File: config.mk
export PLATFORM = sky130hd
export DESIGN_NAME = id_ex_stage
export DESIGN_NICKNAME = d
export VERILOG_FILES = /design/src/rtl/id_ex_stage_pkg.sv /design/src/rtl/id_ex_lane_reg.sv /design/src/rtl/id_ex_stage.sv
export SDC_FILE = /design/constraint.sdc
export NUM_CORES = 1
export LEC_CHECK = 0
export BUFFER_PORTS_ARGS = -buffer_cell sky130_fd_sc_hd__buf_2
export CORE_AREA = 5 5 201 203
export CTS_BUF_LIST = sky130_fd_sc_hd__clkbuf_16
export CTS_CLUSTER_DIAMETER = 120
export CTS_CLUSTER_SIZE = 40
export DETAILED_ROUTE_END_ITERATION = 10
export DIE_AREA = 0 0 206 208
export SLEW_MARGIN = 0
export SYNTH_ARGS = -nofsm -noshare
export SYNTH_HDL_FRONTEND = slang
export SYNTH_SLANG_ARGS = --single-unit
File: constraint.sdc
create_clock -name clk -period 9.2 [get_ports clk]
set_input_delay 1.84 -clock clk [delete_from_list [all_inputs] [get_ports clk]]
set_output_delay 1.84 -clock clk [all_outputs]
set_load 0.02 [all_outputs]
File: src/rtl/id_ex_stage_pkg.sv
// -----------------------------------------------------------------------------
// id_ex_stage_pkg
// Shared definitions for the ID/EX pipeline register of the dual-issue core:
//   - ALU_OP_BITS            : width of the decoded ALU operation field
//   - NUM_REGISTERS_LOG2_DEF : default register-index width
//   - STALL_COUNT_MAX        : saturation value of the load-use bubble counter
//   - BUBBLE_FILL            : fill value for every lane field in a bubble
//   - upd_e                  : what the ID/EX register does on a clock edge
// -----------------------------------------------------------------------------
package id_ex_stage_pkg;

    localparam int          ALU_OP_BITS            = 4;
    localparam int          NUM_REGISTERS_LOG2_DEF = 5;
    localparam logic [31:0] STALL_COUNT_MAX        = 32'hFFFF_FFFF;

    // A bubble zeroes every field, so valid/reg_write/mem_read/mem_write are 0
    // and the don't-care payload fields stay deterministic.
    localparam logic        BUBBLE_FILL            = 1'b0;

    // Edge action of the ID/EX register, listed in priority order.
    typedef enum logic [1:0] {
        UPD_FLUSH = 2'd0,   // squash: load a bubble
        UPD_HOLD  = 2'd1,   // downstream freeze: keep contents
        UPD_STALL = 2'd2,   // load-use hazard: load a bubble
        UPD_LOAD  = 2'd3    // normal capture of the decode pair
    } upd_e;

endpackage

File: src/rtl/id_ex_lane_reg.sv
// -----------------------------------------------------------------------------
// id_ex_lane_reg
// One lane of the ID/EX register. Priority: bubble > hold > load.
// Ports:
//   clk, reset               : clock, async active-high reset
//   load, hold, bubble       : edge controls from the stage top
//   id_*                     : decoded fields of this lane
//   ex_*                     : registered copies of the id_* fields
// -----------------------------------------------------------------------------
module id_ex_lane_reg
    import id_ex_stage_pkg::*;
#(
    parameter int DATA_W             = 32,
    parameter int NUM_REGISTERS_LOG2 = NUM_REGISTERS_LOG2_DEF
) (
    input  logic                          clk,
    input  logic                          reset,
    input  logic                          load,
    input  logic                          hold,
    input  logic                          bubble,
    input  logic                          id_valid,
    input  logic [NUM_REGISTERS_LOG2-1:0] id_rs,
    input  logic [NUM_REGISTERS_LOG2-1:0] id_rt,
    input  logic [NUM_REGISTERS_LOG2-1:0] id_rd,
    input  logic [DATA_W-1:0]             id_rs_data,
    input  logic [DATA_W-1:0]             id_rt_data,
    input  logic [DATA_W-1:0]             id_imm,
    input  logic                          id_reg_write,
    input  logic                          id_mem_read,
    input  logic                          id_mem_write,
    input  logic                          id_mem_to_reg,
    input  logic [ALU_OP_BITS-1:0]        id_alu_op,
    output logic                          ex_valid,
    output logic [NUM_REGISTERS_LOG2-1:0] ex_rs,
    output logic [NUM_REGISTERS_LOG2-1:0] ex_rt,
    output logic [NUM_REGISTERS_LOG2-1:0] ex_rd,
    output logic [DATA_W-1:0]             ex_rs_data,
    output logic [DATA_W-1:0]             ex_rt_data,
    output logic [DATA_W-1:0]             ex_imm,
    output logic                          ex_reg_write,
    output logic                          ex_mem_read,
    output logic                          ex_mem_write,
    output logic                          ex_mem_to_reg,
    output logic [ALU_OP_BITS-1:0]        ex_alu_op
);

    // All lane fields travel as one packed word so bubble/hold/load act uniformly.
    localparam int LANE_W = 1 + 3 * NUM_REGISTERS_LOG2 + 3 * DATA_W + 4 + ALU_OP_BITS;

    logic [LANE_W-1:0] id_word_s;
    logic [LANE_W-1:0] lane_r;

    assign id_word_s = {id_valid, id_rs, id_rt, id_rd, id_rs_data, id_rt_data, id_imm,
                        id_reg_write, id_mem_read, id_mem_write, id_mem_to_reg, id_alu_op};

    assign {ex_valid, ex_rs, ex_rt, ex_rd, ex_rs_data, ex_rt_data, ex_imm,
            ex_reg_write, ex_mem_read, ex_mem_write, ex_mem_to_reg, ex_alu_op} = lane_r;

    // Lane register: async clear, then bubble, hold, or capture of the decode fields.
    always_ff @(posedge clk or posedge reset) begin
        if (reset) begin
            lane_r <= {LANE_W{1'b0}};
        end else if (bubble) begin
            lane_r <= {LANE_W{BUBBLE_FILL}};
        end else if (hold) begin
            lane_r <= lane_r;
        end else if (load) begin
            lane_r <= id_word_s;
        end else begin
            lane_r <= lane_r;
        end
    end

endmodule

File: src/rtl/id_ex_stage.sv
// -----------------------------------------------------------------------------
// id_ex_stage
// Dual-lane ID/EX pipeline register with load-use hazard detection.
// Ports:
//   clk, reset          : clock, async active-high reset
//   idL_* (L = 0,1)     : decoded fields of each lane
//   id_first            : lane 1 is the younger instruction of the pair
//   flush               : squash the decode pair (loads a bubble)
//   hold                : downstream freeze (keeps all registers)
//   exL_* (L = 0,1)     : registered lane fields (one-cycle latency)
//   ex_first            : registered id_first
//   load_use_stall      : combinational, asks fetch/decode to hold IF/ID
//   stall_count         : saturating count of load-use bubbles
// -----------------------------------------------------------------------------
module id_ex_stage
    import id_ex_stage_pkg::*;
#(
    parameter int DATA_W             = 32,
    parameter int NUM_REGISTERS_LOG2 = NUM_REGISTERS_LOG2_DEF
) (
    input  logic                          clk,
    input  logic                          reset,
    input  logic                          id0_valid,
    input  logic [NUM_REGISTERS_LOG2-1:0] id0_rs,
    input  logic [NUM_REGISTERS_LOG2-1:0] id0_rt,
    input  logic [NUM_REGISTERS_LOG2-1:0] id0_rd,
    input  logic [DATA_W-1:0]             id0_rs_data,
    input  logic [DATA_W-1:0]             id0_rt_data,
    input  logic [DATA_W-1:0]             id0_imm,
    input  logic                          id0_reg_write,
    input  logic                          id0_mem_read,
    input  logic                          id0_mem_write,
    input  logic                          id0_mem_to_reg,
    input  logic [ALU_OP_BITS-1:0]        id0_alu_op,
    input  logic                          id1_valid,
    input  logic [NUM_REGISTERS_LOG2-1:0] id1_rs,
    input  logic [NUM_REGISTERS_LOG2-1:0] id1_rt,
    input  logic [NUM_REGISTERS_LOG2-1:0] id1_rd,
    input  logic [DATA_W-1:0]             id1_rs_data,
    input  logic [DATA_W-1:0]             id1_rt_data,
    input  logic [DATA_W-1:0]             id1_imm,
    input  logic                          id1_reg_write,
    input  logic                          id1_mem_read,
    input  logic                          id1_mem_write,
    input  logic                          id1_mem_to_reg,
    input  logic [ALU_OP_BITS-1:0]        id1_alu_op,
    input  logic                          id_first,
    input  logic                          flush,
    input  logic                          hold,
    output logic                          ex0_valid,
    output logic [NUM_REGISTERS_LOG2-1:0] ex0_rs,
    output logic [NUM_REGISTERS_LOG2-1:0] ex0_rt,
    output logic [NUM_REGISTERS_LOG2-1:0] ex0_rd,
    output logic [DATA_W-1:0]             ex0_rs_data,
    output logic [DATA_W-1:0]             ex0_rt_data,
    output logic [DATA_W-1:0]             ex0_imm,
    output logic                          ex0_reg_write,
    output logic                          ex0_mem_read,
    output logic                          ex0_mem_write,
    output logic                          ex0_mem_to_reg,
    output logic [ALU_OP_BITS-1:0]        ex0_alu_op,
    output logic                          ex1_valid,
    output logic [NUM_REGISTERS_LOG2-1:0] ex1_rs,
    output logic [NUM_REGISTERS_LOG2-1:0] ex1_rt,
    output logic [NUM_REGISTERS_LOG2-1:0] ex1_rd,
    output logic [DATA_W-1:0]             ex1_rs_data,
    output logic [DATA_W-1:0]             ex1_rt_data,
    output logic [DATA_W-1:0]             ex1_imm,
    output logic                          ex1_reg_write,
    output logic                          ex1_mem_read,
    output logic                          ex1_mem_write,
    output logic                          ex1_mem_to_reg,
    output logic [ALU_OP_BITS-1:0]        ex1_alu_op,
    output logic                          ex_first,
    output logic                          load_use_stall,
    output logic [31:0]                   stall_count
);

    localparam logic [NUM_REGISTERS_LOG2-1:0] REG_ZERO = {NUM_REGISTERS_LOG2{1'b0}};

    upd_e        upd_s;
    logic        hazard_s;
    logic        lane_load_s;
    logic        lane_hold_s;
    logic        lane_bubble_s;
    logic        ex_first_r;
    logic [31:0] stall_count_r;

    // True when a load sitting in EX writes a register read by a valid decode slot.
    // Register 0 is hard-wired and never creates a dependency.
    function automatic logic load_hit(
        input logic                          ld_valid,
        input logic                          ld_mem_read,
        input logic [NUM_REGISTERS_LOG2-1:0] ld_rd,
        input logic                          use_valid,
        input logic [NUM_REGISTERS_LOG2-1:0] use_rs,
        input logic [NUM_REGISTERS_LOG2-1:0] use_rt
    );
        load_hit = ld_valid && ld_mem_read && (ld_rd != REG_ZERO) && use_valid &&
                   ((ld_rd == use_rs) || (ld_rd == use_rt));
    endfunction

    // Raw hazard across every EX-lane / ID-lane pairing; either one bubbles both lanes.
    always_comb begin
        hazard_s = 1'b0;
        hazard_s = load_hit(ex0_valid, ex0_mem_read, ex0_rd, id0_valid, id0_rs, id0_rt) ||
                   load_hit(ex0_valid, ex0_mem_read, ex0_rd, id1_valid, id1_rs, id1_rt) ||
                   load_hit(ex1_valid, ex1_mem_read, ex1_rd, id0_valid, id0_rs, id0_rt) ||
                   load_hit(ex1_valid, ex1_mem_read, ex1_rd, id1_valid, id1_rs, id1_rt);
    end

    // Edge action selection; flush and hold outrank the hazard, which gates the stall off.
    always_comb begin
        upd_s = UPD_LOAD;
        if (flush) begin
            upd_s = UPD_FLUSH;
        end else if (hold) begin
            upd_s = UPD_HOLD;
        end else if (hazard_s) begin
            upd_s = UPD_STALL;
        end else begin
            upd_s = UPD_LOAD;
        end
    end

    assign load_use_stall = (upd_s == UPD_STALL);
    assign lane_bubble_s  = (upd_s == UPD_FLUSH) || (upd_s == UPD_STALL);
    assign lane_hold_s    = (upd_s == UPD_HOLD);
    assign lane_load_s    = (upd_s == UPD_LOAD);

    id_ex_lane_reg #(
        .DATA_W             (DATA_W),
        .NUM_REGISTERS_LOG2 (NUM_REGISTERS_LOG2)
    ) u_lane0 (
        .clk           (clk),
        .reset         (reset),
        .load          (lane_load_s),
        .hold          (lane_hold_s),
        .bubble        (lane_bubble_s),
        .id_valid      (id0_valid),
        .id_rs         (id0_rs),
        .id_rt         (id0_rt),
        .id_rd         (id0_rd),
        .id_rs_data    (id0_rs_data),
        .id_rt_data    (id0_rt_data),
        .id_imm        (id0_imm),
        .id_reg_write  (id0_reg_write),
        .id_mem_read   (id0_mem_read),
        .id_mem_write  (id0_mem_write),
        .id_mem_to_reg (id0_mem_to_reg),
        .id_alu_op     (id0_alu_op),
        .ex_valid      (ex0_valid),
        .ex_rs         (ex0_rs),
        .ex_rt         (ex0_rt),
        .ex_rd         (ex0_rd),
        .ex_rs_data    (ex0_rs_data),
        .ex_rt_data    (ex0_rt_data),
        .ex_imm        (ex0_imm),
        .ex_reg_write  (ex0_reg_write),
        .ex_mem_read   (ex0_mem_read),
        .ex_mem_write  (ex0_mem_write),
        .ex_mem_to_reg (ex0_mem_to_reg),
        .ex_alu_op     (ex0_alu_op)
    );

    id_ex_lane_reg #(
        .DATA_W             (DATA_W),
        .NUM_REGISTERS_LOG2 (NUM_REGISTERS_LOG2)
    ) u_lane1 (
        .clk           (clk),
        .reset         (reset),
        .load          (lane_load_s),
        .hold          (lane_hold_s),
        .bubble        (lane_bubble_s),
        .id_valid      (id1_valid),
        .id_rs         (id1_rs),
        .id_rt         (id1_rt),
        .id_rd         (id1_rd),
        .id_rs_data    (id1_rs_data),
        .id_rt_data    (id1_rt_data),
        .id_imm        (id1_imm),
        .id_reg_write  (id1_reg_write),
        .id_mem_read   (id1_mem_read),
        .id_mem_write  (id1_mem_write),
        .id_mem_to_reg (id1_mem_to_reg),
        .id_alu_op     (id1_alu_op),
        .ex_valid      (ex1_valid),
        .ex_rs         (ex1_rs),
        .ex_rt         (ex1_rt),
        .ex_rd         (ex1_rd),
        .ex_rs_data    (ex1_rs_data),
        .ex_rt_data    (ex1_rt_data),
        .ex_imm        (ex1_imm),
        .ex_reg_write  (ex1_reg_write),
        .ex_mem_read   (ex1_mem_read),
        .ex_mem_write  (ex1_mem_write),
        .ex_mem_to_reg (ex1_mem_to_reg),
        .ex_alu_op     (ex1_alu_op)
    );

    // Lane-order flag follows the same bubble/hold/load action as the lane registers.
    always_ff @(posedge clk or posedge reset) begin
        if (reset) begin
            ex_first_r <= 1'b0;
        end else begin
            case (upd_s)
                UPD_FLUSH: ex_first_r <= 1'b0;
                UPD_STALL: ex_first_r <= 1'b0;
                UPD_HOLD:  ex_first_r <= ex_first_r;
                UPD_LOAD:  ex_first_r <= id_first;
                default:   ex_first_r <= 1'b0;
            endcase
        end
    end

    // Counts only hazard bubbles (not flushes) and sticks at all-ones.
    always_ff @(posedge clk or posedge reset) begin
        if (reset) begin
            stall_count_r <= 32'd0;
        end else if ((upd_s == UPD_STALL) && (stall_count_r != STALL_COUNT_MAX)) begin
            stall_count_r <= stall_count_r + 32'd1;
        end else begin
            stall_count_r <= stall_count_r;
        end
    end

    assign ex_first    = ex_first_r;
    assign stall_count = stall_count_r;

endmodule

Yosys cells after proc, flatten, opt, wreduce, memory -nomap -nowiden
Index checks and enable logic that the tools add are counted.

Bits in registers: 273. Latch bits: 0. Bits in writable memories: 0. ROM bits: 0. Input bits: 245. Output and inout port bits: 274. Memories: 0.

$add $sub $neg: 1. $mul: 0. Div/mod/pow operators: 0. Order comparisons: 0. Eq/ne operators: 13. Shifts and indexed selects: 0. Mux-type cells: 10. Bitwise operators: 0. Reductions and logical operators: 27.

Operators with widths (number): $mux 120 (6); $eq 5x5->1 (8); $add 32x1->32 const B (1); $ne 32x32->1 const B (1); $logic_and 1x1->1 (13); $reduce_bool 5->1 (2); $logic_or 1x1->1 (8); $eq 2x2->1 const B (2); $mux 2 (2); $eq 2x1->1 const B (1); $logic_not 2->1 (1); $ne 2x1->1 const B (1); $pmux 1 s2 (1); $reduce_and 2->1 (1); $reduce_bool 2->1 (1); $reduce_or 2->1 (1); $mux 1 (1).

Longest topological paths before layout
Gate-level depths: netlist (run 1).

Depth after elaboration: 14. Gate-level depth with buffers: 10. Gate-level depth less buffers: 7.

Hierarchy
Synthesis (run 1) repeated with hierarchy kept, for this count alone.

Cell total of the unflattened synthesis: 1340. Area, all modules: 14477.6 um2.

By module, submodules not included: id_ex_lane_reg (instances 2, cells an instance 547, area an instance 6064.6 um2, seq. area each 3002.9 um2); id_ex_stage (instances 1, cells an instance 246, area an instance 2348.5 um2, seq. area each 825.8 um2).

Worst setup path before layout (run 1)
Ideal clock, no wire load.

Kind: in2out. Start: input port id1_rs[2]. End: output port load_use_stall. Arrival: 2952 ps. Data required time: 7360 ps. Path slack: 4408 ps. Stages on the path: 6. Buffers on the path: 0. Path through: xor2_1 nor3_1 a22oi_1 o22ai_1 o21ai_0 inv_1.

Cells in the longest elaborated chain, start to end: 10. Elaborated cells between the ends (all ways): 13.

RTL lines: start: declaration (RTL line id_ex_stage.sv:36) `input logic [NUM_REGISTERS_LOG2-1:0] id1_rs,`; $eq 5x5->1 (RTL line id_ex_stage.sv:100) `((ld_rd == use_rs) || (ld_rd == use_rt));`; $logic_or 1x1->1 (RTL line id_ex_stage.sv:100); $logic_and 1x1->1 (RTL line id_ex_stage.sv:99) `load_hit = ld_valid && ld_mem_read && (ld_rd != REG_ZERO) && use_valid &&`; $logic_or 1x1->1 (RTL line id_ex_stage.sv:106) `hazard_s = load_hit(ex0_valid, ex0_mem_read, ex0_rd, id0_valid, id0_rs, id0_rt) ||`; $logic_or 1x1->1 (RTL line id_ex_stage.sv:107) `load_hit(ex0_valid, ex0_mem_read, ex0_rd, id1_valid, id1_rs, id1_rt) ||`; $logic_or 1x1->1 * (RTL line id_ex_stage.sv:108) `load_hit(ex1_valid, ex1_mem_read, ex1_rd, id0_valid, id0_rs, id0_rt) ||`; $mux 1 * (RTL line id_ex_stage.sv:119) `end else if (hazard_s) begin`; $mux 2 * (RTL line id_ex_stage.sv:117) `end else if (hold) begin`; $mux 2 * (RTL line id_ex_stage.sv:115) `if (flush) begin`; $eq 2x2->1 * (RTL line id_ex_stage.sv:126) `assign load_use_stall = (upd_s == UPD_STALL);`; end: declaration (RTL line id_ex_stage.sv:75) `output logic load_use_stall,`.

Mark *: on every way between the ends. The rest lies on a longest branch, timed or not.

Worst setup path in the final report (run 1)
Start: input port id0_rs[2]. End: output port load_use_stall.

Cells in the longest elaborated chain, start to end: 10. Elaborated cells between the ends (all ways): 13.

RTL lines: start: declaration (RTL line id_ex_stage.sv:24) `input logic [NUM_REGISTERS_LOG2-1:0] id0_rs,`; $eq 5x5->1 (RTL line id_ex_stage.sv:100); $logic_or 1x1->1 (RTL line id_ex_stage.sv:100); $logic_and 1x1->1 (RTL line id_ex_stage.sv:99); $logic_or 1x1->1 (RTL line id_ex_stage.sv:106); $logic_or 1x1->1 * (RTL line id_ex_stage.sv:107); $logic_or 1x1->1 * (RTL line id_ex_stage.sv:108); $mux 1 * (RTL line id_ex_stage.sv:119); $mux 2 * (RTL line id_ex_stage.sv:117); $mux 2 * (RTL line id_ex_stage.sv:115); $eq 2x2->1 * (RTL line id_ex_stage.sv:126).

Marked as above.

==> results of run 1 <==
==> how the worst max path moves through the flow <==
stage / startpoint / to / slack, ns / cells after the start
after global placement: id0_rs[2] / load_use_stall / 3.61 / 8
after floorplan: reset / ex_first / 3.75 / 1
final: id0_rs[2] / load_use_stall / 3.68 / 8
after CTS: id0_rs[2] / load_use_stall / 3.57 / 8
after global routing: id0_rs[2] / load_use_stall / 3.48 / 8
after detailed placement: id0_rs[2] / load_use_stall / 3.58 / 8
==> cells by family after synthesis <==
family | count (synthesis)
AND/OR/NAND/NOR | 102
adder cells (fa/ha/maj) | 1
XOR/XNOR | 71
flip-flops | 273
buffers and inverters | 75
multiplexers | 1
AO/OA/AOI/OAI | 252
==> through the flow <==
step / setup slack, ns / total power (W) / instance area (um2) / hold slack, ns
2_1_floorplan: 3.751 / 0.001508 / 10500 / 0.5887
3_3_place_gp: 3.605 / 0.001674 / 13530 / 0.4818
3_5_place_dp: 3.578 / 0.001676 / 13530 / 0.4791
4_1_cts: 3.572 / 0.002312 / 13870 / 0.4981
5_1_grt: 3.477 / 0.002378 / 13870 / 0.5190
6_report: 3.683 / 0.002272 / 13870 / 0.4998
==> where the power goes <==
| group | internal [W] | switching [W] | leakage [nW] |
|---|---|---|---|
| Combinational | 0.000133 | 0.000212 | 3.98 |
| Clock | 0.000234 | 0.000391 | 0.161 |
| Sequential | 0.00126 | 0.0000430 | 3.64 |
| Total | 0.00163 | 0.000647 | 7.79 |
==> flip-flops by register name, summed over array words and instances, names as in the netlist <==
signal	flops
u_lane0.lane_r	120
stall_count	32
ex_first	1
u_lane1.lane_r	120
==> metal layers <==
metal  vias to the layer above  track usage (%)
met5                         -                0
met2                       310            26.02
met4                         0            3.855
li1                       3802                -
met3                        39            3.099
met1                      4124            21.79
==> layout make-up <==
class                           instances  area share, %
Sequential cell                       273          49.25
Multi-Input combinational cell        427          24.21
Timing Repair Buffer                  527          19.27
Tap cell                              518          4.672
Clock buffer                           11          1.984
Clock inverter                          3         0.4239
Inverter                                5         0.1624
Antenna cell                            2        0.03608
==> cell usage after synthesis, types with 3 or more instances <==
cell      number
nand4_1        4
a22o_1       241
or3_1          3
nor2_1        24
nor3_1        21
clkbuf_1      44
a22oi_1        4
and3_1         3
dfrtp_1      273
nand2_1       19
nor4_1         7
inv_1          5
xor2_1        68
buf_2         24
nand3_1       16
xnor2_1        3
and4_1         3
==> worst register-to-register path, stage by stage (launching register included) <==
cell and delay, ns:
dfrtp_1 0.61, or3_1 0.45, o311a_1 0.33, nand2_1 0.08, o22ai_1 0.16, nor4_4 0.28, buf_4 0.62, buf_4 0.81
a22o_1 0.27
==> impl_metrics.toml, run 1 <==
[run_status]
outcome = "finished clean"

[final_layout]
layout_commonest_cell = "buf_2"
num-nets-final = 1491
area.sequential_um2 = 6832
num-fill-cells = 3827
drive_above_1_share_pct = 43.82
final_cell_mix = "buf_2 (518), dfrtp_1 (273), a22o_1 (241)"
multi_input_area_um2 = 3358
area_delta_synth_final_pct = 32.19
final_util_pct = 36.23
final_cells = 1766

[floorplan]
num_rows = 72
die_h_um = 208
die_w_um = 206
die_area_um2 = 42850
ios = 519
design.core.area_um2 = 38290
start_util_pct = 27.41

[placed_design]
place_inst = 1750
dp_hpwl_um = 26410
io_buffers = 518
place_congestion = 0.7880

[logic_synthesis]
yosysTopAreaCell = "dfrtp_1"
synth-simple-area-share_pct = 4.829
synth_cell_type_count = 28
synthesis.area_um2 = 10490
syn-num-nets = 1021
synthAdderAreaFrac_pct = 0.1192
synthFlopType = "dfrtp_1"
muxShareOfSynthArea_pct = 0.1073
synth_top_cell_area_share_pct = 65.10
synthArstFlopShare_pct = 100.0
synth-seq-cells = 273
synth_edf_count = 0
synth_xor_area_share_pct = 5.926
netlist_top_cells_area = "dfrtp_1 (65%), a22o_1 (20%), xor2_1 (5.7%)"
synth-seq-area-share_pct = 65.10
yosysWarnings = 0
syn_inst = 775
synth-compound-area-share_pct = 20.91
synth_top_family_by_area = "compound AO/OA/AOI/OAI gates"
syn_area_per_cell_um2 = 13.54

[min_path]
holdPathStages = 1
min_to = "stall_count[28]"
hp-class = "register to register"
worstHoldStart = "stall_count[28]"

[routing]
first_pass_iters = 4
drt-met1-wl_um = 15370
vias = 8275
wl_per_cell_um = 20.33
drt-total-wl_um = 35900
highest_layer = "met4"
via_per_inst = 4.686
wl_met3_um = 2348
met2_length_um = 17390
detail-route-antenna-nets = 0
first_iter_violations = 520
route.detailed.drc = 0

[setup_path]
path_common_cell = "buf_2"
cp.arrival_ns = 3.68
cp_cell_sequence = "buf_2, xor2_1, nor3_1, a22oi_1, o22ai_1, o21ai_0, inv_1, buf_2"
worstPathMaxFanout = 4
cpPeakStageDelay_ns = 0.47
start_kind = "input pin"
required_ns = 7.36
crit_type = "input pin to output port"
cp_top_family = "compound AO/OA/AOI/OAI gates"
worst-r2r-setup-slack_ns = 5.51
cp-end-kind = "output port"
crit_slowest_cell = "o22ai_1"
r2r-end = "u_lane0.lane_r[93]"
r2r-start = "u_lane0.lane_r[104]"
critPathBufInv = 3
worst_r2r_path_depth = 8

[cts]
root_buffer = "clkbuf_16"
postCtsHoldBufs = 0
clock-sinks = 273
clockBufferDepth = 3
cts_buffers = 11
cts_resized = 0
clock_latency_ns = 0.51
clkTransAtPathRegs_ns = 0.14
htree_levels = 1
post_cts_buffers = 0
cts_tree = "done"

[timing]
max_slew_margin_pct = 16.22
fin_setup_tns_ns = 0
rsz0062_at_grt = "false"
finClkSkew_ns = 0.03813
tightest_slew_ns = 1.257
period_minus_slack_ns = 5.517
period_share_pct = 59.96
final-max-slew-violation-count = 0
clock.fmax_mhz = 181.3
setup-violations-final = 0
final_hold_viol_count = 0

[flow_run]
maxCapViolCount = 0

[global_routing]
grt_pass1_vias = 8577
overflow = 0
grt.total_usage_pct = 15.89
antenna_found_initial = 2
grt_max_degree = 154
grt_pass1_wl_um = 54170

[power_and_ir_drop]
power_leakage_nw = 7.786
peakVddDrop_mv = 0.1009
powerDensity_nw_per_um2 = 163.8
Note: power is estimated with default switching activity, not from simulation.
==> run 2: changes to the inputs <==
--- a/config.mk
+++ b/config.mk
@@ -5,6 +5,7 @@
 export SDC_FILE = /design/constraint.sdc
 export NUM_CORES = 1
 export LEC_CHECK = 0
+export ABC_AREA = 1
 export BUFFER_PORTS_ARGS = -buffer_cell sky130_fd_sc_hd__buf_2
 export CORE_AREA = 5 5 201 203
 export CTS_BUF_LIST = sky130_fd_sc_hd__clkbuf_16
==> constraint.sdc (replaced) <==
create_clock -name clk -period 5 [get_ports clk]
set_input_delay 1 -clock clk [delete_from_list [all_inputs] [get_ports clk]]
set_output_delay 1 -clock clk [all_outputs]
set_load 0.02 [all_outputs]
==> run 2 against run 1 <==
Via count is 42% higher. Cell count is 40% higher. Synthesized cell count is 93% higher. Setup slack worse by 2.3 ns. Area after synthesis is 18% higher. Register-to-register slack worse by 3.4 ns. Hold slack worse by 0.011 ns. Power is 95% higher. Non-clock buffer count is 1 lower. Critical endpoint unchanged.
==> impl_metrics.toml, run 2 <==
[run_status]
outcome = "finished clean"

[logic_synthesis]
synth_edf_count = 0
synth_cell_type_count = 33
synth-simple-area-share_pct = 34.88
netlist_top_cells_area = "dfrtp_1 (55%), nand2_1 (19%), nand3_1 (11%)"
syn_area_per_cell_um2 = 8.271
synth_xor_area_share_pct = 1.907
syn-num-nets = 1745
muxShareOfSynthArea_pct = 0
synthesis.area_um2 = 12400
synthAdderAreaFrac_pct = 0.1009
synth_top_family_by_area = "simple AND/OR/NAND/NOR gates"
synthFlopType = "dfrtp_1"
yosysWarnings = 0
synth-compound-area-share_pct = 1.393
yosysTopAreaCell = "dfrtp_1"
synth_top_cell_area_share_pct = 55.10
synthArstFlopShare_pct = 100.0
netlist_top_cells_count = "nand2_1 (634), dfrtp_1 (273), nand3_1 (270)"
synth-seq-cells = 273
syn_inst = 1499
synth-seq-area-share_pct = 55.10
yosysMostFrequentCell = "nand2_1"

[timing]
finClkSkew_ns = 0.02802
period_share_pct = 72.58
final-max-slew-violation-count = 0
period_minus_slack_ns = 3.629
setup-violations-final = 0
fin_setup_tns_ns = 0
clock.fmax_mhz = 275.6
tightest_slew_ns = 1.425
final_hold_viol_count = 0
max_slew_margin_pct = 5.020
rsz0062_at_grt = "false"

[cts]
clock-sinks = 273
root_buffer = "clkbuf_16"
cts_resized = 0
cts_buffers = 12
htree_levels = 1
postCtsHoldBufs = 0
clkTransAtPathRegs_ns = 0.12
clock_latency_ns = 0.53
clockBufferDepth = 3
post_cts_buffers = 0
cts_tree = "done"

[routing]
via_per_inst = 4.762
wl_per_cell_um = 18.04
vias = 11790
detail-route-antenna-nets = 0
route.detailed.drc = 0
first_pass_iters = 7
first_iter_violations = 994
drt-total-wl_um = 44660

[setup_path]
worst_r2r_path_depth = 13
start_kind = "input pin"
crit_slowest_cell = "clkinv_1"
worst-r2r-setup-slack_ns = 2.06
r2r-end = "u_lane1.lane_r[71]"
crit_cells = 6
cp_cell_sequence = "buf_2, nor2_4, clkinv_1, nor2_4, buf_4, buf_2"
cp-end-kind = "output port"
cpPeakStageDelay_ns = 0.52
r2r-start = "u_lane1.lane_r[104]"
cp_top_family = "buffers and inverters"
worstPathMaxFanout = 35
crit_type = "input pin to output port"
critPathBufInv = 4
cp.arrival_ns = 2.63
required_ns = 4.00

[min_path]
holdPathStages = 2
worstHoldStart = "u_lane0.lane_r[1]"
min_to = "u_lane0.lane_r[1]"
hp-class = "register to register"

[final_layout]
area_delta_synth_final_pct = 26.33
final_util_pct = 40.91
finish.instance_area_um2 = 15660
drive_above_1_share_pct = 29.03
final_cells = 2476
num-nets-final = 2195
layout_commonest_cell = "nand2_1"
final_cell_mix = "nand2_1 (634), buf_2 (518), dfrtp_1 (273)"

[floorplan]
start_util_pct = 32.38
die_w_um = 206
ios = 519
num_rows = 72
die_h_um = 208
design.core.area_um2 = 38290
die_area_um2 = 42850

[power_and_ir_drop]
totalPowerFinal_w = 0.004421
power.share.clock_pct = 30.2
swShare_pct = 29.73
intPower_w = 0.003107
powerDensity_nw_per_um2 = 282.3
power_leakage_nw = 9.242
seqPwrFrac_pct = 54.1
power_frac_comb_pct = 15.7
peakVddDrop_mv = 0.1931
power.switching_w = 0.001314

[global_routing]
grt_pass1_wl_um = 67670
overflow = 0
grt_pass1_vias = 11580
antenna_found_initial = 17
grt_max_degree = 213
grt.total_usage_pct = 19.65

[placed_design]
dp_hpwl_um = 32510
placed_area_um2 = 15240
io_buffers = 518
place_inst = 2453
place_congestion = 0.8935

[flow_run]
maxCapViolCount = 0
[run 2: metrics by stage]
stage,hold WS (ns),setup WS (ns)
finish,0.4886,1.371
CTS,0.4911,1.358
global route,0.5040,1.200
detailed placement,0.4594,1.385
floorplan,0.5914,0.3906
global placement,0.4572,1.411
[run 2: worst max path at each step]
stage | startpoint | slack (ns) | end
2_1_floorplan | reset | 0.39 | ex_first
3_3_place_gp | flush | 1.41 | load_use_stall
3_5_place_dp | flush | 1.39 | load_use_stall
4_1_cts | u_lane1.lane_r[104] | 1.36 | load_use_stall
5_1_grt | u_lane1.lane_r[104] | 1.20 | load_use_stall
6_report | hold | 1.37 | load_use_stall
[run 2: layer usage]
layer | GRT usage [%] | up-vias | part of all wire, %
met5 | 0 | - | 0.15
met4 | 4.658 | 10 | 2.2
met3 | 5.715 | 61 | 9.2
met2 | 33.66 | 436 | 49
met1 | 24.49 | 5621 | 40
li1 | - | 5662 | -
[run 2: cells by family after synthesis]
| group | Yosys count |
|---|---|
| and+or+nand+nor | 1008 |
| buffers and inverters | 164 |
| adders and majority gates | 1 |
| DFF | 273 |
| xor gates and xnor gates | 27 |
| AOI/OAI and AO/OA | 26 |
[run 2: worst reg2reg max path, cell delays in order, from the launching register on]
cell and delay [ns]:
dfrtp_1 0.68, nor2_1 0.11, nor2_1 0.12, nor2_1 0.05, nand3_1 0.06, nand2_1 0.05
nand2_1 0.06, nand2_2 0.09, nor2_8 0.13, buf_12 0.47, nand2_1 0.49, nand2_2 0.30
nand3_1 0.15, nand2_1 0.10
[run 2: power by group through the flow]
stage                     clock, W  sequential [W]  combinational, W
after global placement           0         0.00243          0.000700
after detailed placement         0         0.00243          0.000706
after CTS                  0.00140         0.00239          0.000706
final                      0.00133         0.00239          0.000693
after floorplan                  0         0.00257          0.000236
after global routing       0.00146         0.00241          0.000762
[run 2: area by class of cell]
class                      instances  area (um2)
timing repair buffer             526        2715
clock inverter                     5       87.58
sequential                       273        6832
multi-input combinational       1062        4761
inverter                          74       281.5
tap                              518       648.1
antenna                            5       12.51
clock buffer                      13       325.3
fill                            3962       22620
==> run 3: changes to the inputs <==
==> constraint.sdc (replaced) <==
create_clock -name clk -period 3.32 [get_ports clk]
set_input_delay 0.664 -clock clk [delete_from_list [all_inputs] [get_ports clk]]
set_output_delay 0.664 -clock clk [all_outputs]
set_load 0.02 [all_outputs]
==> run 3 against run 2 <==
Combinational power grew 53%. Highest routed layer unchanged. Critical path type is now register to output port. Sequential power rose by 51%. Design area rose by 0.55%. Critical path depth increased by 5. First-iteration DRC count rose by 13%. Hold slack lost 0.35 ns. Clock power is 52% higher. Register-to-register slack lost 1.2 ns. Largest power group unchanged. Largest cell class unchanged. Wire length increased by 0.21%.
==> impl_metrics.toml, run 3 (synthesis results as in run 2) <==
[setup_path]
crit_slowest_cell = "dfrtp_1"
r2r-start = "u_lane1.lane_r[104]"
path_common_cell = "nand2_1"
cp.arrival_ns = 2.26
critPathBufInv = 2
cp-end-kind = "output port"
worst-r2r-setup-slack_ns = 0.88
required_ns = 2.66
cp_top_family = "simple AND/OR/NAND/NOR gates"
r2r-end = "u_lane0.lane_r[51]"
cpPeakStageDelay_ns = 0.47
cp_cell_sequence = "inv_1, nand2_1, nand2_1, nor2_1, nand3_1, nand2_1, nand2_1, nand2_2, nor2_8, nor2_4, buf_2"
worstPathMaxFanout = 12
crit_type = "register to output port"
start_kind = "register"
worst_r2r_path_depth = 11

[routing]
via_per_inst = 4.769
first_pass_iters = 5
first_iter_violations = 1125
route.detailed.drc = 0
detail-route-antenna-nets = 0
drt-total-wl_um = 44750
wl_per_cell_um = 18.04
vias = 11830

[timing]
final-max-slew-violation-count = 0
final_hold_viol_count = 0
hold_ws_ns = 0.1395
period_minus_slack_ns = 2.924
timing.final.ws_setup_ns = 0.3961
tightest_slew_ns = 1.086
rsz0062_at_grt = "false"
setup-violations-final = 0
period_share_pct = 88.07
finClkSkew_ns = 0.03974
clock.fmax_mhz = 342.0
max_slew_margin_pct = 27.57

[flow_run]
maxCapViolCount = 0

[floorplan]
die_h_um = 208
num_rows = 72
ios = 519
die_w_um = 206
design.core.area_um2 = 38290
die_area_um2 = 42850
start_util_pct = 32.38

[cts]
clockBufferDepth = 3
clock_latency_ns = 0.53
cts_buffers = 12
postCtsHoldBufs = 0
post_cts_buffers = 0
htree_levels = 1
root_buffer = "clkbuf_16"
clkTransAtPathRegs_ns = 0.13
cts_tree = "done"
clock-sinks = 273
cts_resized = 0

[global_routing]
overflow = 0
use_met3_pct = 5.388
grt_pass1_vias = 11590
grt_max_degree = 211
grt.total_usage_pct = 19.73
grt_pass1_wl_um = 68050
antenna_found_initial = 12
top_usage_layer = "met2"
met1_usage_pct = 24.66
met2_usage_pct = 34.24

[placed_design]
place_congestion = 0.8782
io_buffers = 518
dp_hpwl_um = 33100
post-place-ws_ns = 0.6440

[power_and_ir_drop]
power_leakage_nw = 9.282
powerDensity_nw_per_um2 = 423.9
peakVddDrop_mv = 0.2900

[final_layout]
layout_commonest_cell = "nand2_1"
drive_above_1_share_pct = 29.25
final_cell_mix = "nand2_1 (634), buf_2 (518), dfrtp_1 (273)"
num-nets-final = 2201
area_delta_synth_final_pct = 27.03

[min_path]
hp-class = "input pin to async pin"

[run_status]
outcome = "finished clean"
==> run 3: cell types whose count changed in the layout (fill, tap and decap cells not counted) <==
cell,change
clkinv_16,+2
inv_6,-1
buf_12,+2
buf_4,+4
diode_2,-2
bufinv_16,-1
==> run 3: through the flow <==
step / power [W] / area [um2] / TNS, ns / cells / utilization, %
2_1_floorplan: 0.004221 / 12400 / -260.28 / 1499 / -
3_3_place_gp: 0.004731 / 15310 / 0 / 2459 / 39.98
3_5_place_dp: 0.004740 / 15310 / 0 / 2459 / 39.98
4_1_cts: 0.006790 / 15740 / 0 / 2477 / 41.11
5_1_grt: 0.007000 / 15740 / 0 / 2478 / 41.12
6_report: 0.006677 / 15750 / 0 / 2480 / 41.13
==> run 3: area by class of cell <==
type | count | area [um2]
antenna | 3 | 7.507
clock buffer | 13 | 325.3
clock inverter | 5 | 108.9
fill | 3939 | 22540
inverter | 74 | 281.5
multi-input combinational | 1062 | 4761
sequential | 273 | 6832
tap | 518 | 648.1
timing repair buffer | 532 | 2785
==> run 3: routing by layer <==
metal,vias to the layer above,share of wire (%)
met5,-,0.14
met4,8,2.3
met3,61,9.2
met2,449,49
met1,5627,40
li1,5681,-
==> run 3: where the power goes <==
| group | internal (W) | switching, W |
|---|---|---|
| clock | 0.000790 | 0.00123 |
| sequential | 0.00349 | 0.000110 |
| combinational | 0.000355 | 0.000702 |
| total | 0.00464 | 0.00204 |
==> run 3: how the worst max path moves through the flow <==
| stage | endpoint | cells after the start | start |
|---|---|---|---|
| floorplan | ex_first | 1 | reset |
| global placement | u_lane0.lane_r[6] | 13 | id0_rt[0] |
| detailed placement | u_lane0.lane_r[6] | 11 | id0_rs[1] |
| CTS | load_use_stall | 9 | u_lane1.lane_r[104] |
| global route | load_use_stall | 11 | u_lane1.lane_r[104] |
| finish | load_use_stall | 11 | u_lane1.lane_r[107] |
==> run 3: worst register-to-register path: stages (launching register included) <==
cell     delay, ns
dfrtp_1       0.68
nor2_1        0.11
nor2_1        0.12
nor2_1        0.05
nand3_1       0.06
nand2_1       0.06
nand2_1       0.07
nand2_2       0.10
nor2_8        0.23
buf_12        0.42
nand3_1       0.35
nand2_1       0.11
